<file path="src/rtl/bcd_timekeeper.sv">
// bcd_timekeeper: time-of-day source for the VGA clock display.
// A prescaler divides px_clk down to a one-second tick. Six BCD digits hold
// HH:MM:SS in 24 h format. Single-cycle adjust pulses from the buttons nudge
// each field. A 4-bit colour offset advances whenever the minutes field changes.
// Every output comes straight from a register, so the render stage only ever
// sees settled and legal digit values.
module bcd_timekeeper #(
  parameter int TICK_DIV = 31_500_000
) (
  input  logic       px_clk,
  input  logic       reset,
  input  logic       run,
  input  logic       adj_sec,
  input  logic       adj_min,
  input  logic       adj_hrs,
  output logic [3:0] sec_u,
  output logic [2:0] sec_d,
  output logic [3:0] min_u,
  output logic [2:0] min_d,
  output logic [3:0] hrs_u,
  output logic [1:0] hrs_d,
  output logic [3:0] color_offset,
  output logic       sec_tick,
  output logic       day_wrap
);

  localparam int CNT_W = $clog2(TICK_DIV);
  localparam logic [CNT_W-1:0] CNT_MAX = CNT_W'(TICK_DIV - 1);

  // ---------------------------------------------------------------------------
  // BCD helpers
  // ---------------------------------------------------------------------------

  // Mod-60 increment of a two-digit BCD field; returns {tens, units}.
  function automatic logic [6:0] bcd60_inc(input logic [2:0] tens,
                                           input logic [3:0] units);
    logic [6:0] res;
    if (units == 4'd9) begin
      if (tens == 3'd5) begin
        res = 7'd0;
      end else begin
        res = {tens + 3'd1, 4'd0};
      end
    end else begin
      res = {tens, units + 4'd1};
    end
    return res;
  endfunction

  // Mod-24 increment of the BCD hours field; returns {tens, units}.
  function automatic logic [5:0] bcd24_inc(input logic [1:0] tens,
                                           input logic [3:0] units);
    logic [5:0] res;
    if ((tens == 2'd2) && (units == 4'd3)) begin
      res = 6'd0;
    end else if (units == 4'd9) begin
      res = {tens + 2'd1, 4'd0};
    end else begin
      res = {tens, units + 4'd1};
    end
    return res;
  endfunction

  // True when a minutes/seconds field sits at 59.
  function automatic logic bcd60_at_max(input logic [2:0] tens,
                                        input logic [3:0] units);
    return (tens == 3'd5) && (units == 4'd9);
  endfunction

  // True when the hours field sits at 23.
  function automatic logic bcd24_at_max(input logic [1:0] tens,
                                        input logic [3:0] units);
    return (tens == 2'd2) && (units == 4'd3);
  endfunction

  // ---------------------------------------------------------------------------
  // State
  // ---------------------------------------------------------------------------
  logic [CNT_W-1:0] cnt_q,   cnt_d;
  logic [3:0]       sec_u_q, sec_u_d;
  logic [2:0]       sec_d_q, sec_d_d;
  logic [3:0]       min_u_q, min_u_d;
  logic [2:0]       min_d_q, min_d_d;
  logic [3:0]       hrs_u_q, hrs_u_d;
  logic [1:0]       hrs_d_q, hrs_d_d;
  logic [3:0]       color_q, color_d;
  logic             sec_tick_q, sec_tick_d;
  logic             day_wrap_q, day_wrap_d;

  logic tick_s;
  logic sec_max_s;
  logic min_max_s;
  logic hrs_max_s;

  assign tick_s    = run && (cnt_q == CNT_MAX);
  assign sec_max_s = bcd60_at_max(sec_d_q, sec_u_q);
  assign min_max_s = bcd60_at_max(min_d_q, min_u_q);
  assign hrs_max_s = bcd24_at_max(hrs_d_q, hrs_u_q);

  // Prescaler next state: count while running, wrap at the top, hold when paused.
  always_comb begin
    cnt_d = cnt_q;
    if (run) begin
      if (cnt_q == CNT_MAX) begin
        cnt_d = '0;
      end else begin
        cnt_d = cnt_q + CNT_W'(1);
      end
    end else begin
      cnt_d = cnt_q;
    end
  end

  // Time next state: the tick resolves the whole carry chain in one step.
  // Adjust pulses are applied only when no tick occurs, and each one stays
  // within its own field.
  always_comb begin
    sec_u_d    = sec_u_q;
    sec_d_d    = sec_d_q;
    min_u_d    = min_u_q;
    min_d_d    = min_d_q;
    hrs_u_d    = hrs_u_q;
    hrs_d_d    = hrs_d_q;
    color_d    = color_q;
    sec_tick_d = tick_s;
    day_wrap_d = 1'b0;

    if (tick_s) begin
      {sec_d_d, sec_u_d} = bcd60_inc(sec_d_q, sec_u_q);
      if (sec_max_s) begin
        {min_d_d, min_u_d} = bcd60_inc(min_d_q, min_u_q);
        color_d            = color_q + 4'd1;
        if (min_max_s) begin
          {hrs_d_d, hrs_u_d} = bcd24_inc(hrs_d_q, hrs_u_q);
          day_wrap_d         = hrs_max_s;
        end else begin
          day_wrap_d = 1'b0;
        end
      end else begin
        day_wrap_d = 1'b0;
      end
    end else begin
      if (adj_sec) begin
        {sec_d_d, sec_u_d} = bcd60_inc(sec_d_q, sec_u_q);
      end else begin
        {sec_d_d, sec_u_d} = {sec_d_q, sec_u_q};
      end
      if (adj_min) begin
        {min_d_d, min_u_d} = bcd60_inc(min_d_q, min_u_q);
        color_d            = color_q + 4'd1;
      end else begin
        {min_d_d, min_u_d} = {min_d_q, min_u_q};
      end
      if (adj_hrs) begin
        {hrs_d_d, hrs_u_d} = bcd24_inc(hrs_d_q, hrs_u_q);
      end else begin
        {hrs_d_d, hrs_u_d} = {hrs_d_q, hrs_u_q};
      end
    end
  end

  // State registers; the synchronous reset overrides ticks and adjust pulses.
  always_ff @(posedge px_clk) begin
    if (reset) begin
      cnt_q      <= '0;
      sec_u_q    <= 4'd0;
      sec_d_q    <= 3'd0;
      min_u_q    <= 4'd0;
      min_d_q    <= 3'd0;
      hrs_u_q    <= 4'd0;
      hrs_d_q    <= 2'd0;
      color_q    <= 4'd0;
      sec_tick_q <= 1'b0;
      day_wrap_q <= 1'b0;
    end else begin
      cnt_q      <= cnt_d;
      sec_u_q    <= sec_u_d;
      sec_d_q    <= sec_d_d;
      min_u_q    <= min_u_d;
      min_d_q    <= min_d_d;
      hrs_u_q    <= hrs_u_d;
      hrs_d_q    <= hrs_d_d;
      color_q    <= color_d;
      sec_tick_q <= sec_tick_d;
      day_wrap_q <= day_wrap_d;
    end
  end

  assign sec_u        = sec_u_q;
  assign sec_d        = sec_d_q;
  assign min_u        = min_u_q;
  assign min_d        = min_d_q;
  assign hrs_u        = hrs_u_q;
  assign hrs_d        = hrs_d_q;
  assign color_offset = color_q;
  assign sec_tick     = sec_tick_q;
  assign day_wrap     = day_wrap_q;

endmodule

</file>
<file path="config.mk">
export PLATFORM = sky130hd
export DESIGN_NAME = bcd_timekeeper
export DESIGN_NICKNAME = d
export VERILOG_FILES = /design/src/rtl/bcd_timekeeper.sv
export SDC_FILE = /design/constraint.sdc
export NUM_CORES = 1
export LEC_CHECK = 0
export CORE_ASPECT_RATIO = 1.1
export CORE_MARGIN = 8
export CORE_UTILIZATION = 30
export CTS_BUF_LIST = sky130_fd_sc_hd__clkbuf_4
export CTS_CLUSTER_SIZE = 8
export DETAILED_ROUTE_END_ITERATION = 6
export SYNTH_ARGS = -nofsm -noshare
export SYNTH_HDL_FRONTEND = slang
export SYNTH_SLANG_ARGS = --single-unit
</file>
<file path="constraint.sdc">
create_clock -name px_clk -period 2.35 [get_ports px_clk]
set_input_delay 0.47 -clock px_clk [delete_from_list [all_inputs] [get_ports px_clk]]
set_output_delay 0.47 -clock px_clk [all_outputs]
set_load 0.01 [all_outputs]
</file>
==> results of run 1 <==
[per-stage QoR]
stage               utilization  instance area, um^2  std cells
detailed placement        0.379                 3290        472
floorplan                     -                 2630        307
global route              0.385                 3350        480
finish                    0.385                 3350        480
CTS                       0.385                 3350        480
global placement          0.379                 3290        472
[per-layer routing]
metal / part of all wire / global-route usage / vias up / wire, um
li1: - / - / 1205 / -
met1: 0.46 / 0.122 / 1088 / 2750
met2: 0.48 / 0.168 / 38 / 2870
met3: 0.044 / 0.0270 / 8 / 264
met4: 0.013 / 0.0390 / 0 / 78
met5: 0 / 0 / - / 0
[cell usage after synthesis, types with 2 or more instances]
master    number
dfxtp_1       51
nor2_1        38
xnor2_1       22
nand2_1       20
inv_1         15
nand3_1       15
a21oi_1       13
nor2b_1       11
nor3_1        11
clkbuf_1      10
nor4_1        10
nand4_1        7
o21ai_0        6
ha_1           5
mux2_2         5
nand3b_1       5
and3_1         4
or3_1          4
or4_1          4
a21o_1         3
and4_1         3
mux2i_1        3
o31ai_1        3
xor2_1         3
a21boi_0       2
a21oi_2        2
clkinv_1       2
nor4b_1        2
o32ai_1        2
or4b_1         2
[power groups by stage]
| stage | Clock, mW | Sequential, mW | Combinational (mW) |
|---|---|---|---|
| 2_1_floorplan | 0 | 0.920 | 0.0620 |
| 3_3_place_gp | 0 | 0.915 | 0.134 |
| 3_5_place_dp | 0 | 0.916 | 0.137 |
| 4_1_cts | 0.424 | 0.897 | 0.137 |
| 5_1_grt | 0.458 | 0.900 | 0.149 |
| 6_report | 0.402 | 0.897 | 0.135 |
[tightest hold or removal path: cells and delay by family (launching register included)]
family          cells  cell delay, ns
compound gates      2            0.13
flops               1            0.36
[logic make-up (layout without fill, tap and decap cells)]
family | Yosys count | in the layout | synth area share
DFF | 51 | 51 | 0.388
buffers and inverters | 28 | 87 | 0.0428
adders and majority gates | 5 | 5 | 0.0238
xor gates and xnor gates | 25 | 25 | 0.0832
AOI/OAI and AO/OA | 42 | 42 | 0.111
muxes | 9 | 9 | 0.0371
and+or+nand+nor | 147 | 147 | 0.314
[cell type report]
cell class / count / area (um^2)
well taps: 114 / 143
clock buffers: 6 / 45.0
multi-input cells: 228 / 1500
clock inverters: 2 / 12.5
fillers: 881 / 5340
inverters: 17 / 63.8
flip-flops and latches: 51 / 1020
repair buffers: 62 / 568
[state kept, by name (all words and copies together) (netlist names)]
signal,flops
cnt_q,25
color_offset,4
day_wrap,1
hrs_d,2
hrs_u,4
min_d,3
min_u,4
sec_d,3
sec_tick,1
sec_u,4
[how the worst max path moves through the flow]
stage | to | slack (ns)
6_report | sec_d[2] | 0.17
5_1_grt | sec_d[2] | 0.004
4_1_cts | sec_d[2] | 0.14
3_5_place_dp | min_d[1] | -0.03
3_3_place_gp | color_offset[3] | 0.01
2_1_floorplan | min_d[1] | 0.21
==> out/qor.csv, run 1 <==
stage;metric;value;unit
status;status;complete, no violations;
cells_and_area;synthesis-to-layout area growth;27.3;%
pwr;Leak;1.14;nW
placed_design;pre-CTS setup slack;-0.0313;ns
pwr;sw frac;0.249;
pwr;P_sw;356;uW
floorplan;row count;36;
sta;final cycle utilization of the critical path;0.927;
critical_path;Worst Setup End Kind;flip-flop;
routing;DR pass1 iterations;5;
critical_path;R2R cell count;5;
floorplan;die area;12000;um^2
floorplan;initial core utilization;0.303;
global_routing;initial antenna violation count;0;
global_routing;Total Routing Usage GR;0.101;
cells_and_area;fraction of layout cells with a size suffix above 1;0.153;
clock_tree;clock sinks;51;
synth;ys async rst share;0;
clock_tree;H-tree depth;2;
clock_tree;Clock transition at path regs;0.15;ns
synth;syn_area_per_cell;8.57;um^2
critical_path;Buf+Inv Stages, Crit Path;0;
synth;Yosys cell types;54;
floorplan;IO Count;32;
worst_hold_path;Hold/Removal Path Class;reg2reg;
synth;synthesized net count;318;
synth;Post-Syn Area;2630;um^2
synth;number of synthesized flops with an enable pin;0;
sta;RSZ-0062 raised after global routing;no;
cells_and_area;most frequent cells in the layout;51 x dfxtp_1, 38 x nor2_1, 31 x clkdlybuf4s50_1;
clock_tree;cts hold-fix bufs;0;
clock_tree;TritonCTS clock tree;yes;
pwr;pwr dens;428;nW/um^2
worst_hold_path;hold path depth;2;
global_routing;number of global-route vias before repair;2168;
pwr;combinational fraction of design power;0.094;
critical_path;Reg2Reg Setup Slack;0.17;ns
critical_path;launch point of the worst path;cnt_q[14];
sta;Final Skew;0.0215;ns
cells_and_area;Net count, final;376;
critical_path;crit-path leading delay family;simple AND/OR/NAND/NOR gates;
sta;final hold vios;0;
clock_tree;Clk Tree Root Cell;clkbuf_4;
synth;largest area contributor in the netlist;dfxtp_1;
sta;final hold slack;0.509;ns
global_routing;grt ovf;0;
sta;Slew headroom;0.626;
placed_design;gpl congestion;0.798;
sta;Worst-Margin Slew;0.556;ns
critical_path;startpoint types;flip-flop;
global_routing;first-pass GRT wire length;10200;um
critical_path;FF-to-FF Start;cnt_q[14];
worst_hold_path;hold path endpoint;sec_d[0];
cells_and_area;n_diodes;0;
pwr;cell-internal power;1.08;mW
synth;Post-Synthesis Cells;307;
critical_path;CP required;2.67;ns
critical_path;Critical Path Max Stage Delay;0.58;ns
sta;Final WS setup;0.172;ns
floorplan;core area;8690;um^2
routing;DRC;0;
floorplan;width of the chip;105;um
job;max_cap viols;0;
critical_path;Setup Crit Path Kind;reg2reg;
critical_path;slowest CP cell;or4bb_1;
worst_hold_path;hold_sp;sec_d[0];
synth;Synth Warn #;0;
critical_path;critical path, cell by cell;or4bb_1 > nor4_4 > a21oi_2 > or4b_1 > a21oi_1;
clock_tree;CTS Buf Count;5;
routing;DRT Wirelength;5960;um
pwr;Max VDD drop;0.182;mV
routing;drt via density;4.87;
clock_tree;clock latency at the later pin of the worst-skew pair;0.37;ns
sta;Slew Limit Fails;0;
floorplan;Die H;114;um
clock_tree;Post-CTS Resized;0;
critical_path;Arr. time, crit path;2.49;ns
routing;Post-DRT Antenna Nets;0;
routing;DR WL/cell;12.4;um
critical_path;CP Max Fanout;11;
routing;initial drt markers;99;
sta;Final Critical Period;2.18;ns
pwr;Clk pwr share;0.280;
placed_design;HPWL Detailed;4600;um
sta;final setup vio count;0;
pwr;Power, Total;1.43;mW
synth;ys flop type;dfxtp_1;
critical_path;stages on the worst setup path;5;
cells_and_area;most common cell after layout, fill and taps aside;dfxtp_1;
synth;top cell type's share of synthesized area;0.388;
clock_tree;clock buffer depth;2;
pwr;Flop pwr share;0.626;
sta;setup TNS;0;ns
synth;register bit total from synthesis;51;
critical_path;r2r endpoint;sec_d[2];
sta;Fmax achieved;0.459;GHz
routing;via count;2339;
synth;sequential cell area fraction in the yosys report;0.388;
synth;Synth area leaders;dfxtp_1 39%, xnor2_1 7.3%, nor2_1 5.4%;
placed_design;# port buffers;31;
global_routing;largest net degree at the start of global routing;26;
clock_tree;Post-CTS Setup Bufs;0;
(Power assumes the default switching activity.)
==> run 2, diff against run 1 <==
--- a/config.mk
+++ b/config.mk
@@ -5,10 +5,11 @@
 export SDC_FILE = /design/constraint.sdc
 export NUM_CORES = 1
 export LEC_CHECK = 0
+export CAP_MARGIN = 20
 export CORE_ASPECT_RATIO = 1.1
 export CORE_MARGIN = 8
-export CORE_UTILIZATION = 30
-export CTS_BUF_LIST = sky130_fd_sc_hd__clkbuf_4
+export CORE_UTILIZATION = 40
+export CTS_BUF_LIST = sky130_fd_sc_hd__clkbuf_4 sky130_fd_sc_hd__clkbuf_8
 export CTS_CLUSTER_SIZE = 8
 export DETAILED_ROUTE_END_ITERATION = 6
 export SYNTH_ARGS = -nofsm -noshare
==> run 2 against run 1 <==
Compared with the run above: die area shrank 22%; non-clock buffer count shrank 1; clock skew shrank 0.0078 ns; cell area shrank 0.67%; first-iteration DRC count shrank 26%; worst setup slack lost 0.056 ns; via count shrank 0.51%; critical path depth is the same; clock-buffer cell count grew 1.
==> out/qor.csv, run 2 (synthesis results as in run 1) <==
stage;metric;value;unit;change
status;status;complete, no violations;;unchanged
pwr;Power, Total;1.55;mW;was 1.43 mW
critical_path;FF-to-FF Start;cnt_q[8];;was cnt_q[14]
clock_tree;clock sinks;51;;unchanged
floorplan;core area;6480;um^2;was 8690 um^2
pwr;Max VDD drop;0.214;mV;was 0.182 mV
cells_and_area;Net count, final;375;;was 376
critical_path;Critical Path Max Stage Delay;0.56;ns;was 0.58 ns
clock_tree;Clk Tree Root Cell;clkbuf_8;;was clkbuf_4
placed_design;HPWL Detailed;4420;um;was 4600 um
cells_and_area;Largest Register;cnt_q;;unchanged
critical_path;startpoint types;flip-flop;;unchanged
sta;Final WS setup;0.116;ns;was 0.172 ns
critical_path;Buf+Inv Stages, Crit Path;0;;unchanged
critical_path;Setup Crit Path Kind;reg2reg;;unchanged
placed_design;pre-CTS setup slack;-0.0381;ns;was -0.0313 ns
cells_and_area;Finished Layout Cells;447;;was 480
clock_tree;clock latency at the later pin of the worst-skew pair;0.31;ns;was 0.37 ns
critical_path;critical path, cell by cell;or4b_4 > or4_4 > o21ai_4 > a21oi_2 > mux2_1;;was or4bb_1 > nor4_4 > a21oi_2 > or4b_1 > a21oi_1
floorplan;Die H;101;um;was 114 um
routing;Post-DRT Antenna Nets;0;;unchanged
sta;final setup vio count;0;;unchanged
cells_and_area;final core occ;0.514;;was 0.385
sta;RSZ-0062 raised after global routing;yes;;was no
floorplan;initial core utilization;0.406;;was 0.303
global_routing;initial antenna violation count;0;;unchanged
critical_path;R2R cell count;5;;unchanged
cells_and_area;max reg flops;25;;unchanged
placed_design;# port buffers;31;;unchanged
floorplan;IO Count;32;;unchanged
placed_design;cell area after placement;3230;um^2;was 3290 um^2
cells_and_area;synthesis-to-layout area growth;26.5;%;was 27.3%
cells_and_area;fraction of layout cells with a size suffix above 1;0.153;;about the same
cells_and_area;n_diodes;0;;unchanged
critical_path;CP required;2.55;ns;was 2.67 ns
critical_path;Reg2Reg Setup Slack;0.12;ns;was 0.17 ns
critical_path;crit-path leading delay family;simple AND/OR/NAND/NOR gates;;unchanged
global_routing;largest net degree at the start of global routing;25;;was 26
clock_tree;Clock transition at path regs;0.10;ns;was 0.15 ns
routing;DR WL/cell;13.1;um;was 12.4 um
global_routing;number of global-route vias before repair;2194;;was 2168
routing;DR pass1 iterations;5;;unchanged
routing;initial drt markers;73;;was 99
sta;Slew Limit Fails;0;;unchanged
global_routing;Total Routing Usage GR;0.127;;was 0.101
sta;setup TNS;0;ns;unchanged
critical_path;Arr. time, crit path;2.44;ns;was 2.49 ns
job;max_cap viols;0;;unchanged
placed_design;Placed Cells;438;;was 472
routing;DRT Wirelength;5850;um;was 5960 um
pwr;Leak;1.14;nW;about the same
cells_and_area;most common cell after layout, fill and taps aside;dfxtp_1;;unchanged
sta;Slew headroom;0.727;;was 0.626
worst_hold_path;Hold/Removal Path Class;reg2reg;;unchanged
sta;Final Critical Period;2.23;ns;was 2.18 ns
cells_and_area;most frequent cells in the layout;51 x dfxtp_1, 38 x nor2_1, 31 x clkdlybuf4s50_1;;unchanged
pwr;pwr dens;465;nW/um^2;was 428 nW/um^2
worst_hold_path;hold path depth;2;;unchanged
sta;Fmax achieved;0.448;GHz;was 0.459 GHz
critical_path;slowest CP cell;or4b_4;;was or4bb_1
critical_path;launch point of the worst path;cnt_q[8];;was cnt_q[14]
critical_path;CP Max Fanout;8;;was 11
critical_path;stages on the worst setup path;5;;unchanged
routing;drt via density;5.21;;was 4.87
critical_path;end of the critical path;min_d[1];;was sec_d[2]
sta;Worst-Margin Slew;0.409;ns;was 0.556 ns
clock_tree;clock buffer depth;2;;unchanged
critical_path;r2r endpoint;min_d[1];;was sec_d[2]
sta;Final Skew;0.0137;ns;was 0.0215 ns
routing;DRC;0;;unchanged
global_routing;grt ovf;0;;unchanged
routing;via count;2327;;was 2339
sta;final hold slack;0.511;ns;was 0.509 ns
sta;final cycle utilization of the critical path;0.951;;was 0.927
global_routing;first-pass GRT wire length;9770;um;was 10200 um
floorplan;width of the chip;93.3;um;was 105 um
cells_and_area;fill count;626;;was 881
placed_design;gpl congestion;0.834;;was 0.798
clock_tree;CTS Buf Count;5;;unchanged
cells_and_area;final instance area;3330;um^2;was 3350 um^2
floorplan;die area;9430;um^2;was 12000 um^2
clock_tree;TritonCTS clock tree;yes;;unchanged
clock_tree;H-tree depth;2;;unchanged
floorplan;row count;31;;was 36
sta;final hold vios;0;;unchanged
clock_tree;cts hold-fix bufs;0;;unchanged
critical_path;Worst Setup End Kind;flip-flop;;unchanged
run 2: cell count changes in the layout (fill, tap and decap cells not counted):
cell	change
clkbuf_4	-4
nor4_2	+1
clkinvlp_4	-1
buf_12	-1
clkbuf_8	+5
nor4_1	-1
run 2: layer usage:
metal,global-route usage,part of all wire,wire length [um],vias up
met2,0.220,0.47,2760,38
met3,0.0306,0.052,305,9
met4,0.0422,0.014,80,0
met1,0.148,0.46,2700,1074
met5,0,0,0,-
li1,-,-,-,1206
run 2: report_power, final:
group / switching, mW / internal (mW) / total (mW) / leakage [nW]
registers: 0.0162 / 0.879 / 0.895 / 0.413
logic: 0.0653 / 0.0647 / 0.130 / 0.682
clock network: 0.289 / 0.233 / 0.522 / 0.0491
total: 0.370 / 1.18 / 1.55 / 1.14
run 2: final cells by class:
class / count / area [um^2] / share of cell area
multi-input cells: 228 / 1500 / 0.452
flip-flops and latches: 51 / 1020 / 0.307
repair buffers: 61 / 548 / 0.165
well taps: 82 / 103 / 0.0308
clock buffers: 7 / 83.8 / 0.0252
inverters: 17 / 63.8 / 0.0192
clock inverters: 1 / 5.00 / 0.00150
run 2: what timing repair did:
item,CTS,global route
setup endpoints to repair,0,8
gates resized for setup,0,2
setup buffers,0,1
run 2: how the worst min path moves through the flow:
stage | startpoint | end | slack, ns
after global placement | sec_d[0] | sec_d[0] | 0.48
after CTS | sec_d[0] | sec_d[0] | 0.51
after detailed placement | sec_d[0] | sec_d[0] | 0.49
final | sec_d[0] | sec_d[0] | 0.51
after global routing | color_offset[1] | color_offset[1] | 0.54
after floorplan | cnt_q[1] | cnt_q[1] | 0.49
run 2: worst register-to-register path: cells and delay by family, from the launching register on:
kind | cells | cell delay, ns
AND/OR/NAND/NOR | 2 | 1.09
AO/OA/AOI/OAI | 2 | 0.38
flip-flops | 1 | 0.35
multiplexers | 1 | 0.31
==> run 3, diff against run 2 <==
==> constraint.sdc (replaced) <==
create_clock -name px_clk -period 2.7 [get_ports px_clk]
set_input_delay 0.54 -clock px_clk [delete_from_list [all_inputs] [get_ports px_clk]]
set_output_delay 0.54 -clock px_clk [all_outputs]
set_load 0.01 [all_outputs]
==> run 3 against run 2 <==
Compared with the run above: worst hold slack worse by 0.0036 ns; maximum frequency down 8.3%; sequential power decreased by 13%; register-to-register slack better by 0.15 ns; cell area decreased by 6.4%; via count decreased by 4.2%; cell count decreased by 5.8%; routed wire length down 1.7%; first-iteration DRC count fell by 2.7%; critical path depth unchanged; highest routed layer unchanged.
==> out/qor.csv, run 3 (synthesis results as in run 1) <==
stage;metric;value;unit;change
cells_and_area;most frequent cells in the layout;51 x dfxtp_1, 38 x nor2_1, 31 x clkdlybuf4s50_1;;unchanged
floorplan;width of the chip;93.3;um;unchanged
critical_path;crit-path leading delay family;simple AND/OR/NAND/NOR gates;;unchanged
global_routing;initial antenna violation count;0;;unchanged
sta;Final Skew;0.0154;ns;was 0.0137 ns
critical_path;critical path, cell by cell;or4b_1 > nor4_1 > nand4_1 > a21oi_1 > mux2_2;;was or4b_4 > or4_4 > o21ai_4 > a21oi_2 > mux2_1
global_routing;Total Routing Usage GR;0.128;;was 0.127
floorplan;IO Count;32;;unchanged
placed_design;Placed Cells;413;;was 438
routing;DRC;0;;unchanged
sta;final setup vio count;0;;unchanged
sta;final hold slack;0.507;ns;was 0.511 ns
floorplan;die area;9430;um^2;unchanged
cells_and_area;most common cell after layout, fill and taps aside;dfxtp_1;;unchanged
routing;initial drt markers;71;;was 73
critical_path;R2R cell count;5;;unchanged
global_routing;largest net degree at the start of global routing;26;;was 25
critical_path;r2r endpoint;min_u[2];;was min_d[1]
cells_and_area;fill count;623;;was 626
critical_path;launch point of the worst path;cnt_q[14];;was cnt_q[8]
floorplan;Die H;101;um;unchanged
clock_tree;clock latency at the later pin of the worst-skew pair;0.31;ns;about the same
sta;Slew Limit Fails;0;;unchanged
clock_tree;CTS Buf Count;5;;unchanged
critical_path;stages on the worst setup path;5;;unchanged
critical_path;CP Max Fanout;6;;was 8
worst_hold_path;Hold/Removal Path Class;reg2reg;;unchanged
clock_tree;clock buffer depth;2;;unchanged
clock_tree;H-tree depth;2;;unchanged
sta;final hold vios;0;;unchanged
cells_and_area;fraction of layout cells with a size suffix above 1;0.0855;;was 0.153
routing;via count;2229;;was 2327
global_routing;grt ovf;0;;unchanged
cells_and_area;Multi-input gate area;1500;um^2;about the same
cells_and_area;Largest Register;cnt_q;;unchanged
sta;setup TNS;0;ns;unchanged
cells_and_area;synthesis-to-layout area growth;18.4;%;was 26.5%
placed_design;gpl congestion;0.772;;was 0.834
clock_tree;Clk Tree Root Cell;clkbuf_8;;unchanged
critical_path;Arr. time, crit path;2.63;ns;was 2.44 ns
cells_and_area;Net count, final;349;;was 375
critical_path;Buf+Inv Stages, Crit Path;0;;unchanged
pwr;pwr dens;427;nW/um^2;was 465 nW/um^2
sta;final cycle utilization of the critical path;0.903;;was 0.951
cells_and_area;n_diodes;0;;unchanged
critical_path;Critical Path Max Stage Delay;0.54;ns;was 0.56 ns
placed_design;HPWL Detailed;4210;um;was 4420 um
pwr;Leak;1.01;nW;was 1.14 nW
clock_tree;Clock transition at path regs;0.10;ns;about the same
floorplan;row count;31;;unchanged
job;max_cap viols;0;;unchanged
cells_and_area;max reg flops;25;;unchanged
clock_tree;TritonCTS clock tree;yes;;unchanged
routing;Post-DRT Antenna Nets;0;;unchanged
floorplan;initial core utilization;0.406;;unchanged
critical_path;Worst Setup End Kind;flip-flop;;unchanged
routing;drt via density;5.29;;was 5.21
sta;Slew headroom;0.618;;was 0.727
clock_tree;Post-CTS Setup Bufs;0;;unchanged
critical_path;startpoint types;flip-flop;;unchanged
cells_and_area;Register Area;1020;um^2;unchanged
critical_path;Setup Crit Path Kind;reg2reg;;unchanged
status;status;complete, no violations;;unchanged
sta;Worst-Margin Slew;0.568;ns;was 0.409 ns
routing;DRT Wirelength;5750;um;was 5850 um
sta;Final Critical Period;2.44;ns;was 2.23 ns
pwr;Max VDD drop;0.205;mV;was 0.214 mV
cells_and_area;Finished Layout Cells;421;;was 447
clock_tree;cts hold-fix bufs;0;;unchanged
sta;RSZ-0062 raised after global routing;no;;was yes
critical_path;FF-to-FF Start;cnt_q[14];;was cnt_q[8]
routing;DR WL/cell;13.6;um;was 13.1 um
floorplan;core area;6480;um^2;unchanged
routing;DR pass1 iterations;4;;was 5
clock_tree;clock sinks;51;;unchanged
placed_design;# port buffers;31;;unchanged
global_routing;number of global-route vias before repair;2171;;was 2194
global_routing;first-pass GRT wire length;9960;um;was 9770 um
critical_path;CP required;2.90;ns;was 2.55 ns
critical_path;Reg2Reg Setup Slack;0.26;ns;was 0.12 ns
critical_path;slowest CP cell;or4b_1;;was or4b_4
sta;Fmax achieved;0.410;GHz;was 0.448 GHz
clock_tree;Post-CTS Resized;0;;unchanged
critical_path;end of the critical path;min_u[2];;was min_d[1]
-- run 3: cell count changes in the layout (fill, tap and decap cells not counted) --
cell,delta
buf_4,-25
buf_12,-1
clkbuf_4,-1
nor4_2,-1
nor4_1,+1
clkinvlp_4,+1
a21boi_1,-1
a21boi_0,+1
-- run 3: power breakdown --
group	internal [mW]	switching, mW
Clock	0.192	0.258
Sequential	0.765	0.0165
Combinational	0.0471	0.0515
-- run 3: layout make-up --
| class | instances | share of cell area |
|---|---|---|
| multi-input cells | 228 | 0.481 |
| flip-flops and latches | 51 | 0.328 |
| repair buffers | 35 | 0.109 |
| well taps | 82 | 0.0329 |
| clock buffers | 6 | 0.0245 |
| inverters | 17 | 0.0205 |
| clock inverters | 2 | 0.00402 |
-- run 3: worst min-delay path by stage --
stage	startpoint	to	slack, ns	depth (start not counted)
after floorplan	cnt_q[1]	cnt_q[1]	0.49	2
final	sec_d[0]	sec_d[0]	0.51	2
after detailed placement	sec_d[0]	sec_d[0]	0.49	2
after global placement	sec_d[0]	sec_d[0]	0.49	2
after CTS	sec_d[0]	sec_d[0]	0.51	2
after global routing	hrs_d[0]	hrs_d[0]	0.56	2
-- run 3: tightest hold or removal path: cells and delay by family, from the launching register on --
kind	cells	cell delay, ns
AOI/OAI and AO/OA	2	0.13
DFF	1	0.34
-- run 3: through the flow --
step / power, mW / utilization / cell area (um^2) / worst slack, ns
2_1_floorplan: 0.854 / - / 2630 / 0.558
3_5_place_dp: 0.899 / 0.467 / 3030 / 0.121
6_report: 1.33 / 0.481 / 3110 / 0.263
3_3_place_gp: 0.898 / 0.467 / 3030 / 0.133
5_1_grt: 1.39 / 0.481 / 3110 / 0.0590
4_1_cts: 1.35 / 0.481 / 3110 / 0.285
-- run 3: per-layer routing --
metal,share of wire,GRT usage
met4,0.012,0.0409
met2,0.47,0.222
met3,0.047,0.0320
met1,0.47,0.149
met5,0,0
